`config.mk`:
```
export PLATFORM = sky130hd
export DESIGN_NAME = dreg_rr_arbiter
export DESIGN_NICKNAME = d
export VERILOG_FILES = /design/src/rtl/dreg_rr_arbiter.sv
export SDC_FILE = /design/constraint.sdc
export NUM_CORES = 1
export LEC_CHECK = 0
export BUFFER_PORTS_ARGS = -buffer_cell sky130_fd_sc_hd__clkbuf_2
export CELL_PAD_IN_SITES_DETAIL_PLACEMENT = 1
export CELL_PAD_IN_SITES_GLOBAL_PLACEMENT = 2
export CORE_MARGIN = 2
export CORE_UTILIZATION = 25
export DETAILED_ROUTE_END_ITERATION = 10
export PLACE_DENSITY_LB_ADDON = 0.1
export SYNTH_ARGS = -nofsm -noshare
export SYNTH_HDL_FRONTEND = slang
export SYNTH_SLANG_ARGS = --single-unit
```
`constraint.sdc`:
```
create_clock -name clk -period 3.2 [get_ports clk]
set_input_delay 0.64 -clock clk [delete_from_list [all_inputs] [get_ports clk]]
set_output_delay 0.64 -clock clk [all_outputs]
set_load 0.005 [all_outputs]
```
`src/rtl/dreg_rr_arbiter.sv`:
```
// rtl/dreg_rr_arbiter.sv - round-robin arbiter loading one shared single-entry output register
// Optional packet lock keeps a requester's grant until it sends its end-of-packet beat.
module dreg_rr_arbiter #(
    parameter  int NUM  = 4,
    parameter  int DIN  = 16,
    parameter  int LOCK = 1,
    localparam int CW   = $clog2(NUM)
) (
    input  logic               clk,
    input  logic               rst,
    input  logic [NUM-1:0]     din_valid,
    output logic [NUM-1:0]     din_ready,
    input  logic [NUM*DIN-1:0] din_data,
    input  logic [NUM-1:0]     din_eot,
    output logic               dout_valid,
    input  logic               dout_ready,
    output logic [DIN-1:0]     dout_data,
    output logic               dout_eot,
    output logic [CW-1:0]      dout_ctrl
);

    typedef enum logic {
        S_IDLE,
        S_LOCKED
    } state_t;

    state_t          state_q, state_d;
    logic [CW-1:0]   ptr_q, ptr_d;
    logic [CW-1:0]   lock_idx_q, lock_idx_d;
    logic            dout_valid_q, dout_valid_d;
    logic [DIN-1:0]  dout_data_q, dout_data_d;
    logic            dout_eot_q, dout_eot_d;
    logic [CW-1:0]   dout_ctrl_q, dout_ctrl_d;

    logic            reg_ready;
    logic [NUM-1:0]  eligible;
    logic [NUM-1:0]  grant;
    logic            found;
    logic [CW-1:0]   gnt_idx;
    logic [CW:0]     scan;
    logic            xfer;
    logic            gnt_eot;
    logic [DIN-1:0]  gnt_data;

    assign reg_ready = !dout_valid_q || dout_ready;

    // While locked only the owner may be granted, even if it is idle this cycle.
    assign eligible = (state_q == S_LOCKED) ? (din_valid & (NUM'(1) << lock_idx_q)) : din_valid;

    always_comb begin
        found   = 1'b0;
        gnt_idx = '0;
        scan    = '0;
        for (int k = 0; k < NUM; k++) begin
            scan = {1'b0, ptr_q} + (CW+1)'(k);
            if (scan >= (CW+1)'(NUM)) begin
                scan = scan - (CW+1)'(NUM);
            end
            if (!found && eligible[scan[CW-1:0]]) begin
                found   = 1'b1;
                gnt_idx = scan[CW-1:0];
            end
        end
    end

    assign grant     = found ? (NUM'(1) << gnt_idx) : '0;
    assign din_ready = (rst && reg_ready) ? grant : '0;
    assign xfer      = rst && reg_ready && found;
    assign gnt_eot   = din_eot[gnt_idx];
    assign gnt_data  = din_data[int'(gnt_idx)*DIN +: DIN];

    always_comb begin
        state_d      = state_q;
        ptr_d        = ptr_q;
        lock_idx_d   = lock_idx_q;
        dout_valid_d = dout_valid_q;
        dout_data_d  = dout_data_q;
        dout_eot_d   = dout_eot_q;
        dout_ctrl_d  = dout_ctrl_q;

        if (reg_ready) begin
            dout_valid_d = found;
        end

        if (xfer) begin
            dout_data_d = gnt_data;
            dout_eot_d  = gnt_eot;
            dout_ctrl_d = gnt_idx;
            ptr_d       = (gnt_idx == CW'(NUM-1)) ? '0 : gnt_idx + CW'(1);
            case (state_q)
                S_IDLE: begin
                    if ((LOCK != 0) && !gnt_eot) begin
                        state_d    = S_LOCKED;
                        lock_idx_d = gnt_idx;
                    end
                end
                S_LOCKED: begin
                    if (gnt_eot) begin
                        state_d = S_IDLE;
                    end
                end
                default: state_d = S_IDLE;
            endcase
        end
    end

    always_ff @(posedge clk or negedge rst) begin
        if (!rst) begin
            state_q      <= S_IDLE;
            ptr_q        <= '0;
            lock_idx_q   <= '0;
            dout_valid_q <= 1'b0;
            dout_data_q  <= '0;
            dout_eot_q   <= 1'b0;
            dout_ctrl_q  <= '0;
        end else begin
            state_q      <= state_d;
            ptr_q        <= ptr_d;
            lock_idx_q   <= lock_idx_d;
            dout_valid_q <= dout_valid_d;
            dout_data_q  <= dout_data_d;
            dout_eot_q   <= dout_eot_d;
            dout_ctrl_q  <= dout_ctrl_d;
        end
    end

    assign dout_valid = dout_valid_q;
    assign dout_data  = dout_data_q;
    assign dout_eot   = dout_eot_q;
    assign dout_ctrl  = dout_ctrl_q;

endmodule

```
==> results.txt, run 1 <==
----------------------------------------------------
[Status]
  Status ... finished, final reports clean

[Timing]
  Total Neg Setup Slack ... 0 ps
  Setup ws final ... 232.2 ps
  Final hold violation count ... 0
  Final number of setup-violating endpoints ... 0
  Achievable Freq ... around 340 MHz
  Slew HR ... 0.6285
  Final hold slack ... 386.9 ps
  Part of the cycle the worst path needs ... 0.9274
  Final Skew ... 6.462 ps
  Final critical delay including setup and external delays ... just under 3000 ps
  Slew at the pin closest to its max-slew limit ... between 500 and 600 ps
  RSZ-0062 raised after global routing ... false
  Count of final max-slew check failures ... 0

[Worst setup path]
  Library cell contributing the largest single delay on the critical path ... sky130_fd_sc_hd__dfrtp_1
  Category of the worst setup path launch point ... flip-flop
  Cell-by-cell listing of the critical path ... mux2i_1 > o211ai_2 > and2_1 > o221ai_2 > inv_2 > ha_1 > and2_1 > clkbuf_2
  Worst Path Required ... 2560 ps
  Slowest cell delay on critical path ... roughly 580 ps
  Critical path endpoint category ... output port
  Largest fanout of any net on the critical path ... 12
  WP data arrival ... between 2000 and 2500 ps
  Category of the most critical setup path ... reg -> out
  Cell with the most instances on the worst path ... sky130_fd_sc_hd__and2_1

[Die]
  Initial standard-cell utilization of the core ... 0.2556
  Die Footprint ... 8038 um2
  Count of boundary I/O pins ... a little under 100
  Overall die height ... roughly 90 um
  Cell row count ... 31
  Floorplan Core Area ... a little over 7000 um2
  Die X ... roughly 90 um

[Flow run]
  Count of maximum capacitance violations ... 0

[Final layout]
  Number of diodes added for antenna fixing ... 0
  Fraction of layout cells with a size suffix above 1 ... 0.4698
  Growth of design area from synthesis to finish ... 33.22%
  Final Cell Area ... approximately 2400 um2
  Nets@finish ... between 300 and 400

[Clock network]
  Clock root buffer ... sky130_fd_sc_hd__clkbuf_8
  Clock network latency to the later pin of the worst-skew pair ... 270 ps
  Clock sink count ... 25
  Clock tree from TritonCTS ... yes
  Max Buffers Root-to-Sink ... 2
  Post-CTS Hold Buffers ... 0
  Number of buffers created by CTS ... 3
  Max H-tree Level ... 1
  Post_cts resized ... 0
  Clock-pin slew on the worst setup and hold paths ... ~90 ps
  Number of post-CTS setup repair buffers ... 0

[Detailed routing]
  Via-to-Cell Ratio ... ~4.5
  WL per Instance ... around 14 um
  First-pass detailed-route iteration total ... 4
  Number of antenna-violating nets in the routed design ... 0
  Initial detailed-routing violation count ... 38
  Residual DRC ... 0
  Total detailed-routing wirelength ... 5164 um
  Total number of vias ... approximately 1700

[GRT]
  Wire length of the first global-routing pass ... between 8000 and 9000 um
  Maximum number of pins on one net before global-route repair ... 35
  Overall Global Routing Usage ... 0.1358
  GR Overflow Total ... 0
  Number of antenna violations at the first check in global routing ... 0
  Number of global-route vias before repair ... between 1500 and 2000

[Placed design]
  Post-detailed-placement cell area ... around 2400 um2
  Number of buffer cells added on primary ports ... 98
  Pre-CTS setup slack ... between 300 and 400 ps
  Final weighted congestion in routability-driven placement ... 0.7929
  Detail Placement HPWL ... ~4200 um

[Pwr]
  Total power consumption of the routed design ... 2.264 mW
  Leak pwr ... 1.342 nW
  Pwr dens ... ~900 nW/um2
  Max rail drop VDD ... a little over 300 uV

[Worst hold path]
  Type of the most critical hold path ... in -> async

[Synth]
  Synthesis-stage register bit count ... 25
  Fraction of the mapped netlist area in compound gates ... 0.1480
  Fraction of synthesis flops using an asynchronous set or reset pin ... 1.000
  Portion of synthesized cell area occupied by the leading cell type ... 0.3411
  Synth Area in Simple Gates ... 0.1310
  Number of flops mapped to enable cells by yosys ... 0
  Number of distinct library cells after synthesis ... 40
  Post-synth top area cell ... sky130_fd_sc_hd__dfrtp_1
  Post-synth design cell area ... between 1500 and 2000 um2
  Number of synthesis warnings ... 0
  Multiplexer fraction of the synthesized cell area ... 0.2899
  Predominant post-synthesis flop cell ... sky130_fd_sc_hd__dfrtp_1
  Mean instance size in the synthesized netlist ... about 9.9 um2
  Post-synthesis xor/xnor area fraction ... 0
  Number of cells produced by synthesis ... about 190
  Dominant combinational cell family by area after synthesis ... multiplexers
  Share of synthesized cell area in full adder, half adder and majority cells ... 0.02729
  Sequential cell area fraction in the yosys report ... 0.3411
  Top cells by area, synth ... sky130_fd_sc_hd__dfrtp_1 (34%), sky130_fd_sc_hd__mux2i_1 (19%), sky130_fd_sc_hd__mux2_2 (9.8%), sky130_fd_sc_hd__o21ai_1 (5.2%), sky130_fd_sc_hd__nand2_1 (4.5%)
  Synthesized net count ... between 200 and 300

----------------------------------------------------
[state kept, by name (all words and copies together) (netlist names)]
name	flops
dout_data	16
ptr_q	2
state_q	1
dout_ctrl	2
dout_eot	1
dout_valid	1
lock_idx_q	2
[critical path, delay by kind of cell (launching register included)]
kind,cells,cell delay [ps]
fa+ha+maj,1,200
flops,1,580
simple gates,2,330
buf+inv,2,200
mux,1,260
compound gates,2,490
[stage by stage]
stage | util | std cells
6_report | 0.3405 | 380
5_1_grt | 0.3405 | 380
4_1_cts | 0.3405 | 380
3_5_place_dp | 0.3341 | 376
3_3_place_gp | 0.3341 | 376
2_1_floorplan | - | 185
[report_power, final]
group / total (mW) / internal, mW / leakage (nW) / switching (mW)
sequential: 0.584 / 0.464 / 0.302 / 0.120
clock: 0.187 / 0.0870 / 0.0255 / 0.100
combinational: 1.49 / 0.731 / 1.01 / 0.761
[layout by cell type (no fill, tap or decap), drive strengths merged, types with 3 or more instances in the layout]
master	instances
nor2	5
nand3	4
dfrtp	25
mux2	17
clkbuf	101
nand2	22
and2	5
o211ai	4
ha	4
buf	6
a31oi	4
inv	5
nand4	3
o21ai	22
mux2i	34
[synth_stat cells, types with 3 or more instances]
cell / count
sky130_fd_sc_hd__mux2_2: 16
sky130_fd_sc_hd__dfrtp_1: 25
sky130_fd_sc_hd__ha_1: 4
sky130_fd_sc_hd__clkbuf_1: 5
sky130_fd_sc_hd__a31oi_1: 3
sky130_fd_sc_hd__o21ai_1: 19
sky130_fd_sc_hd__and2_1: 5
sky130_fd_sc_hd__mux2i_1: 34
sky130_fd_sc_hd__o21ai_0: 3
sky130_fd_sc_hd__inv_1: 4
sky130_fd_sc_hd__nand2_1: 22
sky130_fd_sc_hd__nand3_1: 4
sky130_fd_sc_hd__nor2_1: 5
sky130_fd_sc_hd__nand4_1: 3
sky130_fd_sc_hd__o211ai_2: 3
[worst paths after layout]
check / from / to / slack, ps / depth (start not counted)
worst min register to register: dout_ctrl[1] / dout_ctrl[1] / 490 / 2
max in group asynchronous: rst / lock_idx_q[0] / 2560 / 2
worst min-delay path: rst / dout_data[9] / 390 / 2
worst max-delay path: ptr_q[0] / din_ready[2] / 230 / 8
min in group clk: dout_ctrl[1] / dout_ctrl[1] / 490 / 2
worst max register to register: ptr_q[0] / dout_data[13] / 580 / 8
[per-layer routing]
layer	routed length, um	global-route usage	vias up
met4	27	0.02849	0
met5	0	0	-
met1	2423	0.1865	772
li1	-	-	855
met2	2331	0.2206	64
met3	381	0.02925	2
[cells by family (layout without fill, tap and decap cells)]
group           count (synthesis)  in the layout
flops                          25             25
compound gates                 40             40
fa+ha+maj                       4              4
simple gates                   48             48
buf+inv                        17            113
mux                            51             51
[area by class of cell]
cell class,instances,area [um2]
clock buffers,3,41.29
clock inverters,1,5.005
fillers,878,4732
inverters,5,18.77
multi-input cells,143,1094
flip-flops and latches,25,625.6
well taps,99,123.9
repair buffers,104,535.5
Note: power is estimated with default switching activity, not from simulation.
==> run 2, diff against run 1 <==
Settings changed: CORE_MARGIN 2 to 3.
==> run 2 against run 1 <==
- clock-buffer cell count increased by 1
- first-iteration DRC count decreased by 26%
- die area increased by 4.5%
- critical path type unchanged
==> results.txt, run 2 (synthesis results as in run 1) <==
----------------------------------------------------
[Status]
  Status ... finished, final reports clean

[GRT]
  Number of antenna violations at the first check in global routing ... 0 (unchanged)
  Maximum number of pins on one net before global-route repair ... 24 (-31%)
  Number of global-route vias before repair ... 1865 (+6.8%)
  Overall Global Routing Usage ... 0.1299 (-0.005981)
  Wire length of the first global-routing pass ... 8990 um (+5.9%)
  GR Overflow Total ... 0 (unchanged)

[Worst setup path]
  Largest fanout of any net on the critical path ... 12 (unchanged)
  R2r setup slk ... 690 ps (+110 ps)
  Worst Path Required ... 2560 ps (about the same)
  WP data arrival ... 2300 ps (-30 ps)
  Category of the worst setup path launch point ... flip-flop
  Critical path endpoint category ... output port
  Category of the most critical setup path ... reg -> out

[Clock network]
  Clock root buffer ... sky130_fd_sc_hd__clkbuf_8
  Clock sink count ... 25 (unchanged)
  Clock tree from TritonCTS ... yes
  Max H-tree Level ... 1 (unchanged)
  Number of post-CTS setup repair buffers ... 0 (unchanged)
  Clock-pin slew on the worst setup and hold paths ... 90 ps (about the same)
  Clock network latency to the later pin of the worst-skew pair ... 260 ps (about the same)
  Number of buffers created by CTS ... 3 (unchanged)
  Max Buffers Root-to-Sink ... 2 (unchanged)

[Timing]
  Final hold slack ... 279.2 ps (-107.7 ps)
  Final Skew ... 3.214 ps (-3.248 ps)
  RSZ-0062 raised after global routing ... false
  Final number of setup-violating endpoints ... 0 (unchanged)
  Final hold violation count ... 0 (unchanged)
  Count of final max-slew check failures ... 0 (unchanged)
  Final critical delay including setup and external delays ... 2938 ps (-29.79 ps)
  Slew at the pin closest to its max-slew limit ... 407.8 ps (-149.5 ps)
  Part of the cycle the worst path needs ... 0.9181 (-0.009310)
  Achievable Freq ... 340.4 MHz (+1.0%)
  Total Neg Setup Slack ... 0 ps (unchanged)
  Slew HR ... 0.7282 (+0.09966)

[Die]
  Initial standard-cell utilization of the core ... 0.2641 (+0.008521)
  Floorplan Core Area ... 6944 um2 (-3.2%)
  Die X ... 91.66 um (+2.2%)
  Count of boundary I/O pins ... 99 (unchanged)
  Overall die height ... 91.66 um (+2.2%)
  Cell row count ... 30 (-3.2%)
  Die Footprint ... 8401 um2 (+4.5%)

[Final layout]
  Most frequent cells in the layout ... sky130_fd_sc_hd__clkbuf_2 (98), sky130_fd_sc_hd__mux2i_1 (34), sky130_fd_sc_hd__dfrtp_1 (24)
  Number of diodes added for antenna fixing ... 0 (unchanged)
  Most frequent standard cell in the layout excluding fill and tap cells ... sky130_fd_sc_hd__clkbuf_2
  Growth of design area from synthesis to finish ... 33.42%
  Fraction of layout cells with a size suffix above 1 ... 0.4716 (+0.001880)
  Core utilization of the finished layout ... 0.3524 (+0.01189)
  Nets@finish ... 362 (+0.28%)
  Flip-flop count of the largest register after layout ... 16 (unchanged)
  Finished Layout Cells ... 378 (-0.53%)

[Pwr]
  Leak pwr ... 1.342 nW (about the same)
  Total power consumption of the routed design ... 2.277 mW (+0.56%)
  Max rail drop VDD ... 215.4 uV (-31%)
  Pwr dens ... 930.3 nW/um2 (+0.40%)

[Placed design]
  Final weighted congestion in routability-driven placement ... 0.7468 (-5.8%)
  Number of placed instances with taps included ... 374 (-0.53%)
  Number of buffer cells added on primary ports ... 98 (unchanged)
  Detail Placement HPWL ... 4389 um (+4.2%)

[Detailed routing]
  Residual DRC ... 0 (unchanged)
  Initial detailed-routing violation count ... 28 (-26%)
  Number of antenna-violating nets in the routed design ... 0 (unchanged)
  First-pass detailed-route iteration total ... 4 (unchanged)
  Via-to-Cell Ratio ... 4.460 (+0.11%)
  Total detailed-routing wirelength ... 5206 um (+0.81%)
  WL per Instance ... 13.77 um (+1.3%)
  Total number of vias ... 1686 (-0.41%)

[Flow run]
  Count of maximum capacitance violations ... 0 (unchanged)

[Worst hold path]
  Type of the most critical hold path ... in -> async

----------------------------------------------------
-- run 2: cell types whose count changed in the layout (fill, tap and decap cells not counted) --
cell | previous run | this run
sky130_fd_sc_hd__clkinv_2 | 1 | 0
sky130_fd_sc_hd__buf_4 | 6 | 7
sky130_fd_sc_hd__clkbuf_1 | 0 | 1
sky130_fd_sc_hd__dfrtp_2 | 0 | 1
sky130_fd_sc_hd__dfrtp_1 | 25 | 24
-- run 2: per-layer routing --
| metal | vias to the layer above | global-route usage | wire, um |
|---|---|---|---|
| li1 | 861 | - | - |
| met1 | 761 | 0.1696 | 2425 |
| met2 | 62 | 0.2149 | 2350 |
| met3 | 2 | 0.03774 | 403 |
| met4 | 0 | 0.02261 | 27 |
| met5 | - | 0 | 0 |
-- run 2: worst max-delay path: stages, from the launching register on --
cell,delay (ps)
sky130_fd_sc_hd__dfrtp_1,470
sky130_fd_sc_hd__o21ai_1,290
sky130_fd_sc_hd__nand4_1,160
sky130_fd_sc_hd__a31oi_2,240
sky130_fd_sc_hd__or2_2,320
sky130_fd_sc_hd__inv_1,130
sky130_fd_sc_hd__ha_1,190
sky130_fd_sc_hd__and2_1,130
sky130_fd_sc_hd__clkbuf_2,100
-- run 2: repair_timing --
action,CTS,global route
endpoints found under the setup margin,0,2
gates resized for setup,0,1
hold buffers,0,0
-- run 2: final cells by class --
| type | count | area, um2 |
|---|---|---|
| clock buffer | 4 | 45.04 |
| fill | 848 | 4497 |
| sequential | 25 | 626.9 |
| timing repair buffer | 105 | 543.0 |
| inverter | 5 | 18.77 |
| tap | 96 | 120.1 |
| multi-input combinational | 143 | 1094 |
-- run 2: worst paths after layout --
path | startpoint | endpoint | cells after the start
worst min-delay path | rst | dout_data[7] | 1
max in group asynchronous | rst | ptr_q[0] | 2
min in group clk | dout_data[1] | dout_data[1] | 2
worst min register to register | dout_data[1] | dout_data[1] | 2
worst max register to register | ptr_q[0] | lock_idx_q[1] | 7
worst max-delay path | lock_idx_q[1] | din_ready[2] | 8
-- run 2: where the power goes --
part           internal, mW  leakage [nW]  switching (mW)
clock                0.0890        0.0228           0.100
combinational         0.739          1.02           0.769
sequential            0.466         0.301           0.114
total                  1.29          1.34           0.983
-- run 2: metrics by stage --
step           worst slack, ps  instance area [um2]
2_1_floorplan            531.8                 1834
3_3_place_gp             390.5                 2401
3_5_place_dp             359.5                 2401
4_1_cts                  169.8                 2446
5_1_grt                  51.03                 2447
6_report                 262.0                 2447
